$ cat config.mk
export PLATFORM = sky130hd
export DESIGN_NAME = systolic_pe_stream_flat
export DESIGN_NICKNAME = d
export VERILOG_FILES = /design/src/rtl/systolic_pe_stream_pkg.sv /design/src/rtl/systolic_pe_stream_if.sv /design/src/rtl/systolic_pe_stream_mul_pipe.sv /design/src/rtl/systolic_pe_stream.sv /design/src/flat_wrapper.sv
export SDC_FILE = /design/constraint.sdc
export NUM_CORES = 1
export LEC_CHECK = 0
export CORE_AREA = 10 10 148 150
export DETAILED_ROUTE_END_ITERATION = 6
export DIE_AREA = 0 0 158 160
export GPL_ROUTABILITY_DRIVEN = 0
export PLACE_DENSITY_LB_ADDON = 0.2
export SLEW_MARGIN = 20
export SYNTH_ARGS = -nofsm -noshare
export SYNTH_HDL_FRONTEND = slang
export SYNTH_HIERARCHICAL = 1
export SYNTH_SLANG_ARGS = --single-unit
export TNS_END_PERCENT = 1
$ cat constraint.sdc
create_clock -name clk -period 13.7 [get_ports clk]
set_input_delay 2.74 -clock clk [delete_from_list [all_inputs] [get_ports clk]]
set_output_delay 2.74 -clock clk [all_outputs]
set_load 0.01 [all_outputs]
$ cat src/rtl/systolic_pe_stream_pkg.sv
// ============================================================================
// Package  : systolic_pkg
// Brief    : Shared types, default widths and width helper for the systolic PE.
// Revision : 1.0 - initial release
// ============================================================================
`default_nettype none

package systolic_pkg;

    localparam int c_DEFAULT_DATA_WIDTH = 10;
    localparam int c_DEFAULT_ACC_WIDTH  = 28;

    typedef enum logic [0:0] {
        PE_IDLE = 1'b0,
        PE_ACC  = 1'b1
    } pe_state_t;

    function automatic int acc_width_min(input int data_width);
        return 2 * data_width;
    endfunction

endpackage

`default_nettype wire

$ cat src/rtl/systolic_pe_stream_if.sv
// ============================================================================
// Interface : systolic_pe_stream_if
// Brief     : Operand/forwarding/result bundle of one systolic PE.
// Revision  : 1.0 - initial release
// ============================================================================
`default_nettype none

interface systolic_pe_stream_if #(
    parameter int DATA_WIDTH = systolic_pkg::c_DEFAULT_DATA_WIDTH,
    parameter int ACC_WIDTH  = systolic_pkg::c_DEFAULT_ACC_WIDTH
) ();

    logic                  mode_signed;
    logic [DATA_WIDTH-1:0] a_in;
    logic                  a_valid_in;
    logic                  a_last_in;
    logic [DATA_WIDTH-1:0] b_in;
    logic                  b_valid_in;
    logic [DATA_WIDTH-1:0] a_out;
    logic                  a_valid_out;
    logic                  a_last_out;
    logic [DATA_WIDTH-1:0] b_out;
    logic                  b_valid_out;
    logic [ACC_WIDTH-1:0]  res_out;
    logic                  res_valid;
    logic                  busy;
    logic                  err_mismatch;
    logic                  ovf;

    modport master (
        output mode_signed, a_in, a_valid_in, a_last_in, b_in, b_valid_in,
        input  a_out, a_valid_out, a_last_out, b_out, b_valid_out,
        input  res_out, res_valid, busy, err_mismatch, ovf
    );

    modport slave (
        input  mode_signed, a_in, a_valid_in, a_last_in, b_in, b_valid_in,
        output a_out, a_valid_out, a_last_out, b_out, b_valid_out,
        output res_out, res_valid, busy, err_mismatch, ovf
    );

endinterface

`default_nettype wire

$ cat src/rtl/systolic_pe_stream_mul_pipe.sv
// ============================================================================
// Module   : pe_mul_pipe
// Brief    : MUL_STAGES-deep signed/unsigned multiplier carrying valid/last/mode.
// Revision : 1.0 - initial release
// ============================================================================
`default_nettype none

module pe_mul_pipe
    import systolic_pkg::*;
#(
    parameter int DATA_WIDTH = c_DEFAULT_DATA_WIDTH,
    parameter int MUL_STAGES = 2
) (
    input  wire logic                                clk,
    input  wire logic                                rst,
    input  wire logic                                i_valid,
    input  wire logic                                i_last,
    input  wire logic                                i_signed,
    input  wire logic [DATA_WIDTH-1:0]               i_a,
    input  wire logic [DATA_WIDTH-1:0]               i_b,
    output logic                                     o_valid,
    output logic                                     o_last,
    output logic                                     o_signed,
    output logic [acc_width_min(DATA_WIDTH)-1:0]     o_prod,
    output logic                                     o_any_valid
);

    localparam int c_PROD_WIDTH = acc_width_min(DATA_WIDTH);

    logic [c_PROD_WIDTH-1:0] w_a_ext;
    logic [c_PROD_WIDTH-1:0] w_b_ext;
    logic [c_PROD_WIDTH-1:0] w_prod;

    logic [MUL_STAGES-1:0]   r_valid;
    logic [MUL_STAGES-1:0]   r_last;
    logic [MUL_STAGES-1:0]   r_signed;
    logic [c_PROD_WIDTH-1:0] r_prod [MUL_STAGES];

    // Extending both operands to the full product width makes the low
    // product bits correct for either signedness.
    assign w_a_ext = {{DATA_WIDTH{i_signed & i_a[DATA_WIDTH-1]}}, i_a};
    assign w_b_ext = {{DATA_WIDTH{i_signed & i_b[DATA_WIDTH-1]}}, i_b};
    assign w_prod  = w_a_ext * w_b_ext;

    always_ff @(posedge clk) begin
        if (rst) begin
            r_valid  <= '0;
            r_last   <= '0;
            r_signed <= '0;
            for (int i = 0; i < MUL_STAGES; i++) begin
                r_prod[i] <= '0;
            end
        end else begin
            r_valid[0]  <= i_valid;
            r_last[0]   <= i_valid & i_last;
            r_signed[0] <= i_signed;
            r_prod[0]   <= i_valid ? w_prod : '0;
            for (int i = 1; i < MUL_STAGES; i++) begin
                r_valid[i]  <= r_valid[i-1];
                r_last[i]   <= r_last[i-1];
                r_signed[i] <= r_signed[i-1];
                r_prod[i]   <= r_prod[i-1];
            end
        end
    end

    assign o_valid     = r_valid[MUL_STAGES-1];
    assign o_last      = r_last[MUL_STAGES-1];
    assign o_signed    = r_signed[MUL_STAGES-1];
    assign o_prod      = r_prod[MUL_STAGES-1];
    assign o_any_valid = |r_valid;

endmodule

`default_nettype wire

$ cat src/rtl/systolic_pe_stream.sv
// ============================================================================
// Module   : systolic_pe_stream
// Brief    : Output-stationary systolic PE: operand forwarding, pipelined MAC,
//            last-delimited tiles. Option macro: SYSTOLIC_PE_SATURATE_EN.
// Revision : 1.0 - initial release
// ============================================================================
`default_nettype none

module systolic_pe_stream
    import systolic_pkg::*;
#(
    parameter int DATA_WIDTH = c_DEFAULT_DATA_WIDTH,
    parameter int ACC_WIDTH  = c_DEFAULT_ACC_WIDTH,
    parameter int MUL_STAGES = 2
) (
    input wire logic             clk,
    input wire logic             rst,
    systolic_pe_stream_if.slave  pe
);

    localparam int c_PROD_WIDTH = acc_width_min(DATA_WIDTH);

    logic [DATA_WIDTH-1:0]   r_a_out;
    logic                    r_a_valid;
    logic                    r_a_last;
    logic [DATA_WIDTH-1:0]   r_b_out;
    logic                    r_b_valid;

    pe_state_t               r_state;
    logic [ACC_WIDTH-1:0]    r_acc;
    logic [ACC_WIDTH-1:0]    r_res;
    logic                    r_res_valid;
    logic                    r_err;
    logic                    r_ovf;

    logic                    w_accept;
    logic                    w_mismatch;
    logic                    w_mul_valid;
    logic                    w_mul_last;
    logic                    w_mul_signed;
    logic [c_PROD_WIDTH-1:0] w_mul_prod;
    logic                    w_mul_any;
    logic [ACC_WIDTH-1:0]    w_prod_ext;
    logic [ACC_WIDTH-1:0]    w_acc_cur;
    logic [ACC_WIDTH:0]      w_sum;
    logic                    w_ovf;
    logic [ACC_WIDTH-1:0]    w_next;

    assign w_accept   = pe.a_valid_in & pe.b_valid_in;
    assign w_mismatch = pe.a_valid_in ^ pe.b_valid_in;

    always_ff @(posedge clk) begin
        if (rst) begin
            r_a_out   <= '0;
            r_a_valid <= 1'b0;
            r_a_last  <= 1'b0;
            r_b_out   <= '0;
            r_b_valid <= 1'b0;
        end else begin
            r_a_out   <= pe.a_valid_in ? pe.a_in : '0;
            r_a_valid <= pe.a_valid_in;
            r_a_last  <= pe.a_last_in;
            r_b_out   <= pe.b_valid_in ? pe.b_in : '0;
            r_b_valid <= pe.b_valid_in;
        end
    end

    pe_mul_pipe #(
        .DATA_WIDTH (DATA_WIDTH),
        .MUL_STAGES (MUL_STAGES)
    ) u_mul (
        .clk         (clk),
        .rst         (rst),
        .i_valid     (w_accept),
        .i_last      (pe.a_last_in),
        .i_signed    (pe.mode_signed),
        .i_a         (pe.a_in),
        .i_b         (pe.b_in),
        .o_valid     (w_mul_valid),
        .o_last      (w_mul_last),
        .o_signed    (w_mul_signed),
        .o_prod      (w_mul_prod),
        .o_any_valid (w_mul_any)
    );

    if (ACC_WIDTH > c_PROD_WIDTH) begin : g_ext
        assign w_prod_ext = {{(ACC_WIDTH-c_PROD_WIDTH){w_mul_signed & w_mul_prod[c_PROD_WIDTH-1]}},
                             w_mul_prod};
    end else begin : g_noext
        assign w_prod_ext = w_mul_prod[ACC_WIDTH-1:0];
    end

    // A product arriving in IDLE starts a fresh tile, so it adds to zero.
    assign w_acc_cur = (r_state == PE_ACC) ? r_acc : '0;
    assign w_sum     = {1'b0, w_acc_cur} + {1'b0, w_prod_ext};

    always_comb begin
        w_ovf = w_sum[ACC_WIDTH];
        if (w_mul_signed) begin
            w_ovf = (w_acc_cur[ACC_WIDTH-1] == w_prod_ext[ACC_WIDTH-1]) &&
                    (w_sum[ACC_WIDTH-1] != w_acc_cur[ACC_WIDTH-1]);
        end
    end

`ifdef SYSTOLIC_PE_SATURATE_EN
    localparam logic [ACC_WIDTH-1:0] c_MAX_POS = {1'b0, {(ACC_WIDTH-1){1'b1}}};
    localparam logic [ACC_WIDTH-1:0] c_MIN_NEG = {1'b1, {(ACC_WIDTH-1){1'b0}}};

    always_comb begin
        w_next = w_sum[ACC_WIDTH-1:0];
        if (w_ovf) begin
            if (w_mul_signed) begin
                w_next = w_acc_cur[ACC_WIDTH-1] ? c_MIN_NEG : c_MAX_POS;
            end else begin
                w_next = '1;
            end
        end
    end
`else
    assign w_next = w_sum[ACC_WIDTH-1:0];
`endif

    always_ff @(posedge clk) begin
        if (rst) begin
            r_state     <= PE_IDLE;
            r_acc       <= '0;
            r_res       <= '0;
            r_res_valid <= 1'b0;
            r_err       <= 1'b0;
            r_ovf       <= 1'b0;
        end else begin
            r_res_valid <= 1'b0;
            if (w_mismatch) begin
                r_err <= 1'b1;
            end
            if (w_mul_valid) begin
                r_ovf <= ((r_state == PE_IDLE) ? 1'b0 : r_ovf) | w_ovf;
                if (w_mul_last) begin
                    r_res       <= w_next;
                    r_res_valid <= 1'b1;
                    r_acc       <= '0;
                    r_state     <= PE_IDLE;
                end else begin
                    r_acc   <= w_next;
                    r_state <= PE_ACC;
                end
            end
        end
    end

    assign pe.a_out        = r_a_out;
    assign pe.a_valid_out  = r_a_valid;
    assign pe.a_last_out   = r_a_last;
    assign pe.b_out        = r_b_out;
    assign pe.b_valid_out  = r_b_valid;
    assign pe.res_out      = r_res;
    assign pe.res_valid    = r_res_valid;
    assign pe.busy         = (r_state == PE_ACC) | w_mul_any;
    assign pe.err_mismatch = r_err;
    assign pe.ovf          = r_ovf;

endmodule

`default_nettype wire
$ cat src/flat_wrapper.sv
// flat-port wrapper written by rule: the top's interface ports become plain ports
module systolic_pe_stream_flat import systolic_pkg::*;
#(
    parameter int DATA_WIDTH = c_DEFAULT_DATA_WIDTH,
    parameter int ACC_WIDTH  = c_DEFAULT_ACC_WIDTH,
    parameter int MUL_STAGES = 2
)
  (clk, rst, pe_mode_signed, pe_a_in, pe_a_valid_in, pe_a_last_in, pe_b_in, pe_b_valid_in, pe_a_out, pe_a_valid_out, pe_a_last_out, pe_b_out, pe_b_valid_out, pe_res_out, pe_res_valid, pe_busy, pe_err_mismatch, pe_ovf);
  systolic_pe_stream_if #(.DATA_WIDTH(DATA_WIDTH), .ACC_WIDTH(ACC_WIDTH)) pe_i ();
  input wire logic clk;
  input wire logic rst;
  input wire logic [$bits(pe_i.mode_signed)-1:0] pe_mode_signed;
  input wire logic [$bits(pe_i.a_in)-1:0] pe_a_in;
  input wire logic [$bits(pe_i.a_valid_in)-1:0] pe_a_valid_in;
  input wire logic [$bits(pe_i.a_last_in)-1:0] pe_a_last_in;
  input wire logic [$bits(pe_i.b_in)-1:0] pe_b_in;
  input wire logic [$bits(pe_i.b_valid_in)-1:0] pe_b_valid_in;
  output wire logic [$bits(pe_i.a_out)-1:0] pe_a_out;
  output wire logic [$bits(pe_i.a_valid_out)-1:0] pe_a_valid_out;
  output wire logic [$bits(pe_i.a_last_out)-1:0] pe_a_last_out;
  output wire logic [$bits(pe_i.b_out)-1:0] pe_b_out;
  output wire logic [$bits(pe_i.b_valid_out)-1:0] pe_b_valid_out;
  output wire logic [$bits(pe_i.res_out)-1:0] pe_res_out;
  output wire logic [$bits(pe_i.res_valid)-1:0] pe_res_valid;
  output wire logic [$bits(pe_i.busy)-1:0] pe_busy;
  output wire logic [$bits(pe_i.err_mismatch)-1:0] pe_err_mismatch;
  output wire logic [$bits(pe_i.ovf)-1:0] pe_ovf;
  assign pe_i.mode_signed = pe_mode_signed;
  assign pe_i.a_in = pe_a_in;
  assign pe_i.a_valid_in = pe_a_valid_in;
  assign pe_i.a_last_in = pe_a_last_in;
  assign pe_i.b_in = pe_b_in;
  assign pe_i.b_valid_in = pe_b_valid_in;
  assign pe_a_out = pe_i.a_out;
  assign pe_a_valid_out = pe_i.a_valid_out;
  assign pe_a_last_out = pe_i.a_last_out;
  assign pe_b_out = pe_i.b_out;
  assign pe_b_valid_out = pe_i.b_valid_out;
  assign pe_res_out = pe_i.res_out;
  assign pe_res_valid = pe_i.res_valid;
  assign pe_busy = pe_i.busy;
  assign pe_err_mismatch = pe_i.err_mismatch;
  assign pe_ovf = pe_i.ovf;
  systolic_pe_stream #(.DATA_WIDTH(DATA_WIDTH), .ACC_WIDTH(ACC_WIDTH), .MUL_STAGES(MUL_STAGES)) u_core (.clk(clk), .rst(rst), .pe(pe_i));
endmodule
# ---- Yosys cells after proc, flatten, opt, wreduce, memory -nomap -nowiden
# Memory sizes are Yosys's and may differ from the RTL's.
# Cells that the tools add are included.
dict set report totals {
  memories 1
  ramBits 40
  ff_bits 89
  wordCells 50
}
dict set report classes {
  addsub 1
  reduce_logical 6
  mul 1
  eq_ne 2
  bitwise 13
  mux 12
}
# name words width read_ports rd_clocked_by_memory_dff wr line
set memory_table {}
lappend memory_table {u_core.u_mul.r_prod 2 20 2 0 2 systolic_pe_stream_mul_pipe.sv:37} ;# logic [c_PROD_WIDTH-1:0] r_prod [MUL_STAGES];
# operator n
set op_table {}
lappend op_table {{$mux 20} 3}
lappend op_table {{$mux 28} 2}
lappend op_table {{$add 28x28->29} 1}
lappend op_table {{$mul 11x11->20} 1}
lappend op_table {{$reduce_or 2->1} 4}
lappend op_table {{$mux 1} 7}
lappend op_table {{$and 1x1->1} 5}
lappend op_table {{$or 1x1->1} 4}
lappend op_table {{$not 1->1} 3}
lappend op_table {{$reduce_and 2->1} 1}
lappend op_table {{$eq 1x1->1} 1}
lappend op_table {{$logic_and 1x1->1} 1}
lappend op_table {{$ne 1x1->1} 1}
lappend op_table {{$xor 1x1->1} 1}

# ---- Depth between registers and ports, before layout
# Gate-level depths: netlist of run 1.
dict set report logic_depth {
  depth_word 6
  mapped_depth 20
  mapped_depth_nobuf 19
}

# ---- Modules after synthesis
# The synthesis of run 1 kept the hierarchy.
# mod area_per_inst_um2 seq_area_each_um2 n_inst cells_per_inst
set modules_own_cells {}
lappend modules_own_cells {pe_mul_pipe 5836.8 920.9 1 636}
lappend modules_own_cells {systolic_pe_stream 4446.8 1661.6 1 483}

# ---- Worst setup path before layout of run 1
# Ideal clock, no wire load.
dict set report synth_path {
  path_kind {input to register}
  start {in pe_a_in[9]}
  end {mem u_core/u_mul/r_prod[0][19] in the netlist's numbering}
  cell_stages 19
  t_arrival_ps 7295
  path_buffers 2
  required_ps 13572
  setup_slack_ps 6277
  path_cell_list {clkbuf_2 -> clkbuf_1 -> nand3_1 -> inv_1 -> fa_1 -> inv_1 -> fa_1 -> fa_1 -> inv_1 -> fa_1 -> inv_1 -> fa_1 -> inv_1 -> ha_1 -> a21o_1 -> a211oi_1 -> a31oi_1 -> xnor2_1 -> nor2_1}
}
# element line
set synth_lines {}
lappend synth_lines {{start, declared} flat_wrapper.sv:13} ;# input wire logic [$bits(pe_i.a_in)-1:0] pe_a_in;
lappend synth_lines {{end, declared} systolic_pe_stream_mul_pipe.sv:37}

==> results of run 1 <==
==> where the power goes <==
group / total, mW / leakage [nW] / switching (mW) / internal, mW
sequential: 0.410 / 1.05 / 0.00735 / 0.403
clock: 0.443 / 0.275 / 0.186 / 0.257
combinational: 0.842 / 3.90 / 0.477 / 0.365
total: 1.69 / 5.22 / 0.670 / 1.02
==> cells by family (layout without fill, tap and decap cells) <==
kind of cell | count (synthesis) | in the layout | share of synthesized area
and+or+nand+nor | 356 | 356 | 0.183
buffers and inverters | 238 | 281 | 0.102
adders and majority gates | 181 | 181 | 0.299
AOI/OAI and AO/OA | 172 | 172 | 0.127
DFF | 129 | 129 | 0.251
xor gates and xnor gates | 43 | 43 | 0.0366
==> sequential cells by signal (all words and copies together) (netlist names) <==
name and cells:
u_core/pe.res_out 28, u_core/pe.a_valid_out 1, u_core/pe.a_last_out 1, u_core/pe.err_mismatch 1
u_core/pe.b_valid_out 1, u_core/pe.b_out 10, u_core/pe.a_out 10, u_core/pe.res_valid 1
u_core/r_acc 28, u_core/u_mul/r_prod 40, u_core/u_mul/r_last 2, u_core/u_mul/r_valid 2
u_core/r_state 1, u_core/pe.ovf 1, u_core/u_mul/r_signed 2
==> path summary, 6_finish.rpt <==
kind	start	endpoint	slack, ns	depth (start not counted)
setup / recovery	pe_mode_signed	u_core/u_mul/r_prod[0][17]$_SDFF_PP0_	5.60	18
setup reg to reg	u_core/r_state$_SDFFE_PP0P_	u_core/pe.ovf$_SDFFE_PP0P_	10.33	13
hold reg to reg	u_core/u_mul/r_prod[0][11]$_SDFF_PP0_	u_core/u_mul/r_prod[0][31]$_SDFF_PP0_	0.43	1
hold / removal	u_core/u_mul/r_prod[0][11]$_SDFF_PP0_	u_core/u_mul/r_prod[0][31]$_SDFF_PP0_	0.43	1
==> Yosys cell counts (all sizes together), types with 6 or more instances <==
cell type	n	area (µm²)
inv	165	619
dfxtp	129	2580
fa	108	2160
and2	104	653
nand2	91	342
ha	73	913
nor2	58	220
clkbuf	46	224
a21oi	32	171
xnor2	32	280
nor2b	31	194
o21ai	28	140
buf	27	210
nor3	20	110
a22o	18	158
a22oi	15	113
and3	13	81.3
a21o	12	90.1
o21a	11	82.6
xor2	11	96.3
nand3	8	40.0
a211oi	7	67.6
a31oi	6	37.5
or2	6	37.5
==> final cells by class <==
type	instances	area (µm²)	share of cell area
clock inverter	14	131	0.0114
sequential	129	2580	0.224
tap	238	298	0.0258
inverter	165	619	0.0536
clock buffer	18	439	0.0380
timing repair buffer	84	826	0.0715
multi-input combinational	752	6650	0.576
==> per-layer routing <==
metal,vias up,GRT usage,part of all wire
li1,3650,-,-
met1,3575,0.231,0.45
met2,160,0.310,0.48
met3,25,0.0379,0.046
met4,0,0.0586,0.017
met5,-,0,0
==> metrics by stage <==
| stage | power [mW] | area, µm² | setup slack, ns | util |
|---|---|---|---|---|
| 3_3_place_gp | 1.23 | 11000 | 5.32 | 0.575 |
| 5_1_grt | 1.85 | 11500 | 5.31 | 0.605 |
| 6_report | 1.69 | 11500 | 5.60 | 0.605 |
| 3_5_place_dp | 1.26 | 11000 | 5.24 | 0.575 |
| 2_1_floorplan | 1.11 | 10300 | 6.28 | - |
| 4_1_cts | 1.71 | 11500 | 5.65 | 0.605 |
==> critical path: cells and delay by family <==
| family | cells | cell delay, ns |
|---|---|---|
| simple gates | 3 | 0.72 |
| compound gates | 5 | 1.07 |
| buf+inv | 4 | 0.92 |
| fa+ha+maj | 6 | 2.91 |
==> metrics.log, run 1 <==
INFO  metric power_density = 147 mW/mm²
INFO  metric mappedNetlistNets = approximately 1300
INFO  metric skew = between 0.01 and 0.015 ns
INFO  metric drive_above_1_share = 0.0611
INFO  metric dr_drc_count = 0
INFO  metric holdWs = between 0.4 and 0.5 ns
INFO  metric status = finished, final reports clean
INFO  metric cp_max_fo = 12
INFO  metric synth_warnings = 6
INFO  metric top_level_ports = slightly above 80
INFO  metric final.fill_count = 1645
INFO  metric detailed_route_via_count = 7410
INFO  metric synth_area = a little over 0.01 mm²
INFO  metric worst_setup_path_end_kind = register
INFO  metric cp_data_arrival_time = ~8.4 ns
INFO  metric count_of_nets_after_finishing = roughly 1400
INFO  metric synth_sequential_area_ratio = 0.251
INFO  metric track_usage = 0.185
INFO  metric drt_pass1_iterations = 4
INFO  metric yosys_register_bits = roughly 130
INFO  metric worstSkewPairLatency = ~0.43 ns
INFO  metric layout_worst_path_cycle_share = 0.591
INFO  metric non_filler_instance_count_after_layout = 1400
INFO  metric setup_viol = 0
INFO  metric row_count = roughly 50
INFO  metric critical_path_s_most_frequent_cell = fa_1
INFO  metric wl_per_cell = ~16 µm
INFO  metric max-cap-violations = 0
INFO  metric cts_hold_buffers = 0
INFO  metric post-dp-hpwl = around 17000 µm
INFO  metric tritoncts = done
INFO  metric initial_utilization = 0.539
INFO  metric placed_cells = roughly 1400
INFO  metric cts-root-to-sink-buffers = 2
INFO  metric iteration_0_drc_count_of_the_detailed_router = roughly 240
INFO  metric dieHeight = around 160 µm
INFO  metric areaGrowthSynthToFinish = 12.3%
INFO  metric wire_length_of_the_first_global_routing_pass = around 38000 µm
INFO  metric place.port_buffers = 80
INFO  metric ant_nets = 0
INFO  metric vias_cell = 5.29
INFO  metric timing.critical_path.cells = clkdlybuf4s50_1 -> nand2_1 -> or2_2 -> fa_1 -> fa_1 -> inv_1 -> fa_1 -> fa_1 -> inv_1 -> fa_1 -> inv_1 -> ha_1 -> o21ai_0 -> a211oi_2 -> o31ai_4 -> a211oi_2 -> o21a_1 -> nor3_2
INFO  metric final_common_cell = inv_1
INFO  metric cts-htree-levels = 4
INFO  metric clk_transition_reported_paths = 0.06 ns
INFO  metric antennaDiodeCount = 0
INFO  metric worst_ir_drop_vdd = between 0.1 and 0.15 mV
INFO  metric cpMaxStageDelayCell = clkdlybuf4s50_1
INFO  metric dieArea = between 0.02 and 0.03 mm²
INFO  metric post-cts-setup-buffers = 0
INFO  metric global_route.overflow_total = 0
INFO  metric post_synth_edffs = 0
INFO  metric vias_in_the_first_global_route = ~7700
INFO  metric cts_resized = 0
INFO  metric core-area = roughly 0.019 mm²
INFO  metric synth_cell_types = 75
INFO  metric mostFrequentLayoutCells = inv_1 (164), dfxtp_1 (129), fa_1 (108)
INFO  metric max_freq = roughly 120 MHz
INFO  metric critPathMaxStageDelay = 0.77 ns
INFO  metric cts.root.buffer_cell = clkbuf_16
INFO  metric worst_slew_pin_slew = 0.889 ns
INFO  metric tritoncts_num_sinks = ~130
INFO  metric startpoint_to_endpoint_class_of_the_critical_path = in -> reg
INFO  metric start_kind = primary input
INFO  metric finalHoldViolations = 0
INFO  metric relSlewSlack = 0.406
INFO  metric rsz_0062_raised_after_global_routing = no
INFO  metric postSynthAreaPerCell = between 9 and 10 µm²
INFO  metric worst-endpoint-required = between 10 and 15 ns
INFO  metric power_leakage = roughly 5.2 nW
INFO  metric postSynthCellCount = 1119
INFO  metric finalWirelength = 22400 µm
INFO  metric cts_inserted_buffers = 17
INFO  metric synth_flop_type = dfxtp_1
INFO  metric synth_async_sr_flop_share = 0
INFO  metric timing_max_transition_violations_final = 0
INFO  metric dieWidth = ~160 µm
INFO  metric final_period_minus_worst_setup_slack = roughly 8.1 ns
INFO  metric maximum_number_of_pins_on_one_net_before_global_route_repair = between 50 and 60
INFO  metric setup_tns_final = 0 ns
INFO  metric min-delay-path-class = reg -> reg
INFO  metric antenna_found_initial = 0
Power figures use the tool's default switching activity.
==> run 2, diff against run 1 <==
Clock period 13.7 ns to 7.6 ns, I/O delays scaled along.
==> metrics.log, run 2 (same netlist as run 1, synthesis figures left out) <==
INFO  metric status = finished, final reports clean
INFO  metric global_route.overflow_total = 0
INFO  metric finalWirelength = about 23000 µm
INFO  metric power_leakage = about 5.3 nW
INFO  metric core-area = 0.0191 mm²
INFO  metric dieHeight = between 150 and 200 µm
INFO  metric cp_data_arrival_time = 6.86 ns
INFO  metric seq_area = about 0.0026 mm²
INFO  metric top_reg_by_flops = u_core/u_mul/r_prod
INFO  metric vias_in_the_first_global_route = between 7000 and 8000
INFO  metric areaGrowthSynthToFinish = 13.4%
INFO  metric postLayoutCoreUtil = 0.611
INFO  metric post-cts-setup-buffers = 0
INFO  metric min-delay-path-class = reg -> reg
INFO  metric max-cap-violations = 0
INFO  metric iteration_0_drc_count_of_the_detailed_router = 357
INFO  metric dr_drc_count = 0
INFO  metric track_usage = 0.183
INFO  metric wl_per_cell = 16.1 µm
INFO  metric top_level_ports = 81
INFO  metric detailed_route_via_count = roughly 7400
INFO  metric tritoncts_num_sinks = ~130
INFO  metric startpoint_to_endpoint_class_of_the_critical_path = in -> reg
INFO  metric wire_length_of_the_first_global_routing_pass = 37800 µm
INFO  metric skew = 0.00947 ns
INFO  metric layout_worst_path_cycle_share = 0.867
INFO  metric dieWidth = 158 µm
INFO  metric final_period_minus_worst_setup_slack = 6.59 ns
INFO  metric setup_viol = 0
INFO  metric antenna_found_initial = 0
INFO  metric ant_nets = 0
INFO  metric worst-endpoint-required = slightly below 8 ns
INFO  metric start_kind = primary input
INFO  metric worst_ir_drop_vdd = ~0.21 mV
INFO  metric rsz_0062_raised_after_global_routing = no
INFO  metric relSlewSlack = 0.312
INFO  metric setup_tns_final = 0 ns
INFO  metric power_density = ~270 mW/mm²
INFO  metric number_of_flip_flops_under_the_largest_register_name = 40
INFO  metric cts-htree-levels = 4
INFO  metric max_freq = around 150 MHz
INFO  metric maximum_number_of_pins_on_one_net_before_global_route_repair = 56
INFO  metric drive_above_1_share = 0.0650
INFO  metric place.port_buffers = 80
INFO  metric cts_resized = 0
INFO  metric cts-root-to-sink-buffers = 2
INFO  metric initial_utilization = 0.539
INFO  metric final_common_cell = inv_1
INFO  metric worstSkewPairLatency = around 0.42 ns
INFO  metric tritoncts = done
INFO  metric cts_hold_buffers = 0
INFO  metric cp_max_fo = 10
INFO  metric clk_transition_reported_paths = approximately 0.06 ns
INFO  metric timing_max_transition_violations_final = 0
INFO  metric vias_cell = 5.29
INFO  metric worst_slew_pin_slew = 1.03 ns
INFO  metric count_of_nets_after_finishing = 1363
INFO  metric area_taken_by_multi_input_logic_gates = approximately 0.0067 mm²
INFO  metric worst_setup_path_end_kind = register
INFO  metric cts_inserted_buffers = 17
INFO  metric mostFrequentLayoutCells = inv_1 (165), dfxtp_1 (129), fa_1 (108)
INFO  metric finalHoldViolations = 0
INFO  metric final.fill_count = roughly 1700
INFO  metric row_count = between 50 and 60
INFO  metric post-dp-hpwl = around 17000 µm
INFO  metric total_power = 3.14 mW
INFO  metric antennaDiodeCount = 0
INFO  metric drt_pass1_iterations = 5
INFO  metric dieArea = 0.0253 mm²
INFO  metric cts.root.buffer_cell = clkbuf_16
[run 2: metal layers]
metal | GRT usage | vias up | wire length, µm
met5 | 0 | - | 0
met3 | 0.0403 | 24 | 1050
met1 | 0.229 | 3573 | 10500
met4 | 0.0505 | 0 | 301
met2 | 0.310 | 182 | 10900
li1 | - | 3659 | -
[run 2: final timing paths]
path | start | to | slack [ns] | cells after the start
worst max-delay path | pe_mode_signed | u_core/u_mul/r_prod[0][17]$_SDFF_PP0_ | 1.01 | 18
worst min register to register | u_core/u_mul/r_prod[0][13]$_SDFF_PP0_ | u_core/u_mul/r_prod[0][33]$_SDFF_PP0_ | 0.43 | 1
worst max register to register | u_core/r_state$_SDFFE_PP0P_ | u_core/pe.ovf$_SDFFE_PP0P_ | 3.98 | 13
worst min-delay path | u_core/u_mul/r_prod[0][13]$_SDFF_PP0_ | u_core/u_mul/r_prod[0][33]$_SDFF_PP0_ | 0.43 | 1
[run 2: area by class of cell]
class | instances | share of cell area
clock buffer | 18 | 0.0368
timing repair buffer | 91 | 0.0753
multi-input combinational | 752 | 0.571
sequential | 129 | 0.221
tap | 238 | 0.0255
inverter | 165 | 0.0531
clock inverter | 14 | 0.0173
[run 2: power by group]
part	internal [mW]	switching, mW	total (mW)	leakage (nW)
Clock	0.555	0.329	0.883	0.302
Combinational	0.659	0.854	1.51	3.93
Sequential	0.726	0.0150	0.741	1.05
[run 2: through the flow]
step | cells | instance area, µm² | hold slack [ns] | worst slack (ns)
finish | 1407 | 11700 | 0.433 | 1.01
global route | 1407 | 11700 | 0.452 | 0.846
CTS | 1407 | 11700 | 0.437 | 1.06
detailed placement | 1375 | 11000 | 0.425 | 0.639
global placement | 1375 | 11000 | 0.416 | 0.710
floorplan | 1119 | 10300 | 0.414 | 1.40
[run 2: critical path, cell delays in order]
cell	delay, ns
clkdlybuf4s50_1	0.48
nand2_1	0.27
or2_2	0.40
fa_1	0.51
fa_1	0.54
inv_1	0.05
fa_1	0.50
fa_1	0.55
inv_1	0.05
fa_1	0.52
inv_1	0.04
ha_1	0.30
o21ai_0	0.14
a211oi_2	0.35
o31ai_4	0.16
a211oi_2	0.28
o21a_1	0.16
nor3_2	0.04
